[config.mk]
export PLATFORM = sky130hd
export DESIGN_NAME = i2c_bit_driver
export DESIGN_NICKNAME = d
export VERILOG_FILES = /design/src/rtl/i2c_pkg.sv /design/src/rtl/i2c_quarter_timer.sv /design/src/rtl/i2c_bit_driver.sv
export SDC_FILE = /design/constraint.sdc
export NUM_CORES = 1
export LEC_CHECK = 0
export ABC_CLOCK_PERIOD_IN_PS = 2770
export CORE_MARGIN = 2
export CORE_UTILIZATION = 61
export DETAILED_ROUTE_END_ITERATION = 10
export DONT_BUFFER_PORTS = 1
export HOLD_SLACK_MARGIN = 0.05
export PLACE_DENSITY = 0.77
export SKIP_LAST_GASP = 1
export SLEW_MARGIN = 20
export SYNTH_ARGS = -nofsm -noshare
export SYNTH_HDL_FRONTEND = slang
export SYNTH_HIERARCHICAL = 1
export SYNTH_SLANG_ARGS = --single-unit
[constraint.sdc]
create_clock -name fastClock -period 2.77 [get_ports fastClock]
set_input_delay 0.554 -clock fastClock [delete_from_list [all_inputs] [get_ports fastClock]]
set_output_delay 0.554 -clock fastClock [all_outputs]
set_load 0.01 [all_outputs]
[src/rtl/i2c_pkg.sv]
// Shared command and state encodings for the I2C bit-level line driver.
package i2c_pkg;

    typedef enum logic [1:0] {
        I2C_CMD_START = 2'b00,
        I2C_CMD_STOP  = 2'b01,
        I2C_CMD_WRITE = 2'b10,
        I2C_CMD_READ  = 2'b11
    } i2c_cmd_e;

    // Upper two bits select the command family, lower two bits the phase A..D.
    typedef enum logic [3:0] {
        ST_IDLE    = 4'h0,
        ST_START_A = 4'h4,
        ST_START_B = 4'h5,
        ST_START_C = 4'h6,
        ST_START_D = 4'h7,
        ST_STOP_A  = 4'h8,
        ST_STOP_B  = 4'h9,
        ST_STOP_C  = 4'hA,
        ST_STOP_D  = 4'hB,
        ST_BIT_A   = 4'hC,
        ST_BIT_B   = 4'hD,
        ST_BIT_C   = 4'hE,
        ST_BIT_D   = 4'hF
    } i2c_state_e;

    function automatic i2c_state_e i2c_first_state(input i2c_cmd_e c);
        i2c_state_e s;
        case (c)
            I2C_CMD_START: s = ST_START_A;
            I2C_CMD_STOP:  s = ST_STOP_A;
            default:       s = ST_BIT_A;
        endcase
        return s;
    endfunction

    function automatic logic i2c_is_phase_b(input i2c_state_e s);
        return (s == ST_START_B) || (s == ST_STOP_B) || (s == ST_BIT_B);
    endfunction

    function automatic logic i2c_is_phase_d(input i2c_state_e s);
        return (s == ST_START_D) || (s == ST_STOP_D) || (s == ST_BIT_D);
    endfunction

endpackage

[src/rtl/i2c_quarter_timer.sv]
// Quarter-SCL-period counter: counts 0..Q-1, clearable, freezable for clock stretching.
module i2c_quarter_timer #(
    parameter int unsigned QUARTER_PERIOD = 125
) (
    input  logic fastClock,
    input  logic resetN,
    input  logic clear,
    input  logic hold,
    output logic tick,
    output logic tick_next
);

    localparam int unsigned CW = (QUARTER_PERIOD > 2) ? $clog2(QUARTER_PERIOD) : 1;
    localparam logic [CW-1:0] LAST = CW'(QUARTER_PERIOD - 1);
    localparam logic [CW-1:0] PRE  = CW'(QUARTER_PERIOD - 2);

    logic [CW-1:0] count_q;
    logic [CW-1:0] count_d;

    always_comb begin
        count_d = count_q;
        if (clear) begin
            count_d = '0;
        end else if (!hold) begin
            count_d = tick ? '0 : count_q + CW'(1);
        end
    end

    always_ff @(posedge fastClock or negedge resetN) begin
        if (!resetN) begin
            count_q <= '0;
        end else begin
            count_q <= count_d;
        end
    end

    assign tick      = (count_q == LAST);
    // High one cycle ahead of tick so phase-end outputs can be registered.
    assign tick_next = !clear && !hold && (count_q == PRE);

endmodule

[src/rtl/i2c_bit_driver.sv]
// Bit-level I2C master: turns START/STOP/WRITE/READ commands into registered
// open-drain SCL/SDA enables, with clock stretching, read sampling and arbitration.
module i2c_bit_driver
    import i2c_pkg::*;
#(
    parameter int unsigned QUARTER_PERIOD = 125
) (
    input  logic       fastClock,
    input  logic       resetN,
    input  logic       cmdValid,
    output logic       cmdReady,
    input  logic [1:0] cmd,
    input  logic       txBit,
    input  logic       sclIn,
    input  logic       sdaIn,
    output logic       sclOe,
    output logic       sdaOe,
    output logic       done,
    output logic       rxBit,
    output logic       arbLost
);

    i2c_state_e state_q, state_d;
    i2c_cmd_e   cmd_q, cmd_d;
    logic       tx_q, tx_d;
    logic       rx_q, rx_d;
    logic       scl_oe_q, scl_oe_d;
    logic       sda_oe_q, sda_oe_d;
    logic       done_q, done_d;
    logic       arb_q, arb_d;
    logic       ready_q, ready_d;

    logic       tick;
    logic       tick_next;
    logic       clear;
    logic       hold;
    logic       advance;

    assign clear   = (state_q == ST_IDLE);
    // Slave holding SCL low at the end of phase B freezes the phase.
    assign hold    = i2c_is_phase_b(state_q) && tick && !sclIn;
    assign advance = tick && !hold;

    i2c_quarter_timer #(
        .QUARTER_PERIOD(QUARTER_PERIOD)
    ) u_timer (
        .fastClock(fastClock),
        .resetN   (resetN),
        .clear    (clear),
        .hold     (hold),
        .tick     (tick),
        .tick_next(tick_next)
    );

    always_comb begin
        state_d  = state_q;
        cmd_d    = cmd_q;
        tx_d     = tx_q;
        rx_d     = rx_q;
        scl_oe_d = scl_oe_q;
        sda_oe_d = sda_oe_q;
        done_d   = 1'b0;
        arb_d    = 1'b0;

        // The done cycle is always the last cycle of a command, normal or aborted.
        if (done_q) begin
            state_d = ST_IDLE;
        end else begin
            case (state_q)
                ST_IDLE: begin
                    if (cmdValid) begin
                        cmd_d   = i2c_cmd_e'(cmd);
                        tx_d    = txBit;
                        state_d = i2c_first_state(i2c_cmd_e'(cmd));
                    end
                end
                ST_START_A: if (advance) state_d = ST_START_B;
                ST_START_B: if (advance) state_d = ST_START_C;
                ST_START_C: if (advance) state_d = ST_START_D;
                ST_STOP_A:  if (advance) state_d = ST_STOP_B;
                ST_STOP_B:  if (advance) state_d = ST_STOP_C;
                ST_STOP_C:  if (advance) state_d = ST_STOP_D;
                ST_BIT_A:   if (advance) state_d = ST_BIT_B;
                ST_BIT_B: begin
                    if (advance) begin
                        state_d = ST_BIT_C;
                        rx_d    = sdaIn;
                        arb_d   = (cmd_q == I2C_CMD_WRITE) && tx_q && !sdaIn;
                    end
                end
                ST_BIT_C:   if (advance) state_d = ST_BIT_D;
                default:    state_d = state_q;
            endcase
            if (i2c_is_phase_d(state_q) && tick_next) begin
                done_d = 1'b1;
            end
        end

        // Line enables follow the phase being entered; IDLE keeps the last values.
        case (state_d)
            ST_START_A: sda_oe_d = 1'b0;
            ST_START_B: scl_oe_d = 1'b0;
            ST_START_C: sda_oe_d = 1'b1;
            ST_START_D: scl_oe_d = 1'b1;
            ST_STOP_A: begin
                scl_oe_d = 1'b1;
                sda_oe_d = 1'b1;
            end
            ST_STOP_B:  scl_oe_d = 1'b0;
            ST_STOP_C:  sda_oe_d = 1'b0;
            ST_STOP_D: begin
                scl_oe_d = 1'b0;
                sda_oe_d = 1'b0;
            end
            ST_BIT_A: begin
                scl_oe_d = 1'b1;
                sda_oe_d = (cmd_d == I2C_CMD_WRITE) ? !tx_d : 1'b0;
            end
            ST_BIT_B, ST_BIT_C: scl_oe_d = 1'b0;
            ST_BIT_D:   scl_oe_d = 1'b1;
            default: begin
            end
        endcase

        if (arb_d) begin
            scl_oe_d = 1'b0;
            sda_oe_d = 1'b0;
            done_d   = 1'b1;
        end
    end

    assign ready_d = (state_d == ST_IDLE);

    always_ff @(posedge fastClock or negedge resetN) begin
        if (!resetN) begin
            state_q  <= ST_IDLE;
            cmd_q    <= I2C_CMD_START;
            tx_q     <= 1'b0;
            rx_q     <= 1'b0;
            scl_oe_q <= 1'b0;
            sda_oe_q <= 1'b0;
            done_q   <= 1'b0;
            arb_q    <= 1'b0;
            ready_q  <= 1'b1;
        end else begin
            state_q  <= state_d;
            cmd_q    <= cmd_d;
            tx_q     <= tx_d;
            rx_q     <= rx_d;
            scl_oe_q <= scl_oe_d;
            sda_oe_q <= sda_oe_d;
            done_q   <= done_d;
            arb_q    <= arb_d;
            ready_q  <= ready_d;
        end
    end

    assign cmdReady = ready_q;
    assign sclOe    = scl_oe_q;
    assign sdaOe    = sda_oe_q;
    assign done     = done_q;
    assign rxBit    = rx_q;
    assign arbLost  = arb_q;

endmodule
# ---- Word level (Yosys, flattened, before mapping)
# Cells that the tools add are included.
dict set report totals {
  register_bits 20
  latch_bits 0
  ram_bits 0
  romBits 0
  in_bits 8
  word_cells 102
  memories 0
}
dict set report op_classes {
  add_sub_neg 1
  mul 0
  div 0
  magnitude_cmp 0
  eq_ne 30
  shift 0
  muxes 33
  n_bitwise 1
  n_reduce_logical 27
}
# operator count
set ops {}
lappend ops {{equality test 4 bit (second input constant)} 16}
lappend ops {{2-to-1 mux 4 bit} 11}
lappend ops {{one-hot mux 4 bit (10 select lines)} 1}
lappend ops {{equality test 4 x 3 -> 1 bit (second input constant)} 8}
lappend ops {{2-to-1 mux 7 bit} 3}
lappend ops {{equality test 7 bit (second input constant)} 2}
lappend ops {{2-to-1 mux 1 bit} 12}
lappend ops {{logical AND 1 bit} 8}
lappend ops {{logical NOT 4 bit} 2}
lappend ops {{one-hot mux 4 bit (2 select lines)} 1}
lappend ops {{adder 7 x 1 -> 7 bit (second input constant)} 1}
lappend ops {{2-to-1 mux 2 bit} 3}
lappend ops {{logical NOT 1 bit} 5}
lappend ops {{OR reduction 5 bit} 1}
lappend ops {{equality test 2 bit (second input constant)} 2}
lappend ops {{logical OR 1 bit} 4}
lappend ops {{nonzero test 4 bit} 1}
lappend ops {{OR reduction 4 bit} 1}
lappend ops {{one-hot mux 1 bit (3 select lines)} 1}
lappend ops {{AND reduction 3 bit} 1}
lappend ops {{nonzero test 3 bit} 1}
lappend ops {{OR reduction 3 bit} 1}
lappend ops {{equality test 2 x 1 -> 1 bit (second input constant)} 1}
lappend ops {{logical NOT 2 bit} 1}
lappend ops {{4 further kinds} 4}

# ---- Longest topological paths before layout
dict set report logic_depth {
  ltp_word 14
  depth_mapped 10
}

# ---- Modules after synthesis
# The synthesis kept the hierarchy.
# module n_inst cells_per_inst area_each_um2 seq_area_each_um2
set modules_own_cells {}
lappend modules_own_cells {i2c_bit_driver 1 67 699.4 326.6}
lappend modules_own_cells {i2c_quarter_timer 1 56 460.4 175.2}

# ---- Worst setup path before layout
# No wires, ideal clock.
dict set report synth_path {
  path_kind {reg-to-reg}
  start {register u_timer.count_q[0]}
  end {register u_timer.count_q[2]}
  setup_time_ns 0.135
  t_arrival_ns 2.034
  t_required_ns 2.635
  setup_slack_ns 0.602
  stages_incl_launch_ff 11
  n_path_buf 1
  synth_period_minus_slack_ns 2.168
  cell_sequence {dfrtp_1 > inv_1 > ha_1 > nand4_1 > nor2_2 > o21ai_0 > nor4b_1 > clkbuf_1 > nor3b_1 > o22ai_1 > a21oi_1}
}
dict set report synth_via {
  elab_chain_len 4
  elab_cells_between_ends 8
}
# element line
set synth_rtl {}
lappend synth_rtl {{start: declaration} i2c_quarter_timer.sv:17} ;# logic [CW-1:0] count_q;
lappend synth_rtl {{start signal: assignment} i2c_quarter_timer.sv:33} ;# count_q <= count_d;
lappend synth_rtl {{equality test 7 bit} i2c_quarter_timer.sv:37} ;# assign tick = (count_q == LAST);
lappend synth_rtl {{net tick} i2c_bit_driver.sv:33} ;# logic tick;
lappend synth_rtl {{logical AND 1 bit (2 in series)} i2c_bit_driver.sv:41} ;# assign hold = i2c_is_phase_b(state_q) && tick && !sclIn;
lappend synth_rtl {{net hold} i2c_bit_driver.sv:36} ;# logic hold;
lappend synth_rtl {{inequality test 2 x 1 -> 1 bit (no line)} -}
# The timed path passes the listed nets, and every way through them passes these cells. The select of a mux whose other input is x is not followed.
# A chain may end at the register's enable or synchronous reset.

# ---- Worst setup path in the final report
dict set report layout_path {
  start {register u_timer.count_q[1]}
  end {register scl_oe_q (netlist: sclOe)}
}
dict set report layout_via {
  elab_chain_len 12
  elab_cells_between_ends 33
}
# element line
set layout_rtl {}
lappend layout_rtl {{equality test 7 bit *} i2c_quarter_timer.sv:37}
lappend layout_rtl {{net tick} i2c_bit_driver.sv:33}
lappend layout_rtl {{logical AND 1 bit (2 in series)} i2c_bit_driver.sv:41}
lappend layout_rtl {{logical NOT 1 bit} i2c_bit_driver.sv:42} ;# assign advance = tick && !hold;
lappend layout_rtl {{logical AND 1 bit *} i2c_bit_driver.sv:42}
lappend layout_rtl {{2-to-1 mux 4 bit (tied with other cells)} i2c_bit_driver.sv:91} ;# ST_BIT_C: if (advance) state_d = ST_BIT_D;
lappend layout_rtl {{one-hot mux 4 bit (10 select lines) *} i2c_bit_driver.sv:69} ;# case (state_q)
lappend layout_rtl {{2-to-1 mux 4 bit *} i2c_bit_driver.sv:66} ;# if (done_q) begin
lappend layout_rtl {{net state_d[0]} i2c_bit_driver.sv:23} ;# i2c_state_e state_q, state_d;
lappend layout_rtl {{equality test 4 bit / equality test 4 x 3 -> 1 bit (equally long branches)} i2c_bit_driver.sv:100} ;# case (state_d)
lappend layout_rtl {{OR reduction 5 bit (no line) / OR reduction 4 bit (equally long branches)} -}
lappend layout_rtl {{one-hot mux 1 bit (2 select lines)} i2c_bit_driver.sv:100}
lappend layout_rtl {{2-to-1 mux 1 bit} i2c_bit_driver.sv:125} ;# if (arb_d) begin
lappend layout_rtl {{end signal: assignment} i2c_bit_driver.sv:150} ;# scl_oe_q <= scl_oe_d;
lappend layout_rtl {{end: declaration} i2c_bit_driver.sv:27} ;# logic scl_oe_q, scl_oe_d;
# The timed path passes the listed nets; every way through them passes the cells marked *.

==> reports/results.ini <==
[status]
outcome=finished clean

[clocking]
cts_sinks=20
post-cts-setup-buffer-count=0
cts_buf_count=3
cts-htree-levels=1
ctsLongestPathBuffers=2
insertion_delay_ns=0.30
ctsRootBufferMaster=clkbuf_4
tritoncts=built
path_clk_slew_ns=0.11

[drt]
postRouteWirelength_mm=2.25
dr.pass1.iters=4
postRouteAntennaNets=0
route.vias.total=935
detail_route.iter0.violations=40
final_routed_drc_violation_total=0
avgViaCountPerCell=6.23
routed_wire_length_per_instance_um=15.0

[synth]
synth.cell_area_um2=1160
synthTopCellsByArea=dfrtp_1 41%, nand2_1 4.2%, nand3b_1 3.2%
synth-edff-count=0
yosysSeqAreaShare_pct=43.3
synthDistinctLibCells=42
synth-warning-count=6
postSynthRegisterBits=20
synth_top_cell_area_share_pct=41.0
synth.avg_cell_area_um2=9.43
synth_ff_type=dfrtp_1
post_synth_inst_count=123
post_synthesis_cell_type_with_the_largest_combined_area=dfrtp_1
synth_most_common_cell=dfrtp_1
mappedNetlistNets=133
synth_common_cells=19 x dfrtp_1, 13 x nand2_1, 10 x nor2_1
ys_async_sr_fraction_pct=100

[floorplanning]
core_region_area_um2=1760
ios=14
die_w_um=47.6
initial_utilization_pct=65.7
die-area_um2=2270
floorplan.die.height_um=47.6
floorplan.rows=15

[layout]
top_register=u_timer/count_q
proportion_of_layout_cells_with_a_drive_suffix_above_1_pct=11.2
reg_top3=u_timer/count_q (7), state_q (4), cmd_q (2)
antennaDiodeCount=0
nNetsFinal=136
largest_register_ff_count=7
synthToLayoutAreaGrowth_pct=5.50

[global_routing]
grt_max_degree=20
grt_pass1_vias=787
antenna_violations_before_repair=0
grt_overflow=0
wire_length_of_the_first_global_routing_pass_mm=3.55
gr-usage-all-layers_pct=22.7

[setup_path]
critical_path_fanouts_max=5
worstReg2RegEnd=sclOe
rrSetupSlack_ns=0.50
cpPeakStageDelay_ns=0.45
reg2reg_from=u_timer/count_q[1]
timing.reg2reg.worst_path_depth=9
worst_ep_arrival_time_ns=2.50
crit_type=flip-flop to flip-flop
cp-end-kind=flip-flop
cp_data_required_time_ns=3.00
crit_path_top_delay_cell=dfrtp_1
worstPathCellList=inv_1, ha_1, nand4_1, nor2_2, o21a_1, mux2i_1, nor2_1, maj3_1, o211ai_1
start_kind=flip-flop

[power]
p_total_mw=1.04
leakage_nw=0.513
power-per-cell-area_nw_per_um2=850
power.ir.vdd_worst_mv=0.580

[sta]
rsz0062_at_grt=no
hold_viol_final=0
max_freq_mhz=441
min_period_over_period_pct=81.9
fin_skew_ns=0.00437
tightest_slew_ns=0.819
fin_setup_tns_ns=0
timing.final.crit_period_ns=2.27
final-max-slew-violation-count=0
final-setup-viol-count=0
timing.slew.headroom_pct=45.2

[min_path]
hold_class=input pin to async pin

[placement]
gp_congestion=0.850
hpwlAfterDp_mm=1.64
port_buffers=0

[flow_run]
maxCapViolations=0

[per-stage QoR]
step           std cells  hold slack (ns)  instance area (um2)  utilization, %  setup WS [ns]
2_1_floorplan        123            0.258                 1160               -          0.602
3_3_place_gp         145            0.259                 1180            66.7          0.623
3_5_place_dp         145            0.259                 1180            66.7          0.532
4_1_cts              150           0.0767                 1220            69.4          0.503
5_1_grt              150           0.0657                 1220            69.4          0.260
6_report             150           0.0754                 1220            69.4          0.500
[layout make-up]
type / count / area [um2]
clock buffer: 4 / 36.3
fill: 144 / 541
inverter: 7 / 26.3
multi-input combinational: 91 / 603
sequential: 20 / 502
tap: 25 / 31.3
timing repair buffer: 3 / 25.0
[where the power goes]
group,switching (mW),internal (mW)
Clock,0.0878,0.0802
Sequential,0.127,0.385
Combinational,0.182,0.178
[worst max path at each step]
stage | start | endpoint | slack (ns)
floorplan | u_timer/count_q[0] | u_timer/count_q[2] | 0.60
global placement | u_timer/count_q[0] | done | 0.62
detailed placement | u_timer/count_q[1] | sclOe | 0.53
CTS | u_timer/count_q[1] | sclOe | 0.50
global route | u_timer/count_q[0] | sclOe | 0.26
finish | u_timer/count_q[1] | sclOe | 0.50
[logic make-up (layout without fill, tap and decap cells)]
group | count (synthesis) | in the layout | synth area share (%)
adders and majority gates | 3 | 3 | 3.02
muxes | 5 | 5 | 4.64
and+or+nand+nor | 54 | 54 | 26.4
AOI/OAI and AO/OA | 29 | 29 | 17.9
DFF | 20 | 20 | 43.3
buffers and inverters | 12 | 14 | 4.75
[what timing repair did]
action	4_1_cts	5_1_grt
gates resized for setup	0	0
hold buffers	1	0
endpoints found under the hold margin	19	0
[layout by cell type, fill, tap and decap left out, drive strengths merged, types with 3 or more instances in the layout]
cell type,instances
a21oi,5
nor2,11
nand2,13
mux2,3
o31ai,3
o21ai,6
inv,7
or3,3
o211ai,3
nor2b,4
dfrtp,19
nand3,4
nand3b,5
clkbuf,4
[critical path, delay by kind of cell (launching register included)]
kind            cells  cell delay (ns)
compound gates      2             0.34
flops               1             0.45
simple gates        3             0.54
mux                 1             0.27
buf+inv             1             0.09
fa+ha+maj           2             0.51
[metal layers]
| metal | part of all wire [%] | wire [um] | GRT usage (%) | vias up |
|---|---|---|---|---|
| li1 | - | - | - | 455 |
| met1 | 50 | 1120 | 34.2 | 447 |
| met2 | 43 | 970 | 31.9 | 28 |
| met3 | 5.4 | 121 | 4.91 | 5 |
| met4 | 1.6 | 36 | 8.11 | 0 |
| met5 | 0 | 0 | 0 | - |
Power figures use the tool's default switching activity.
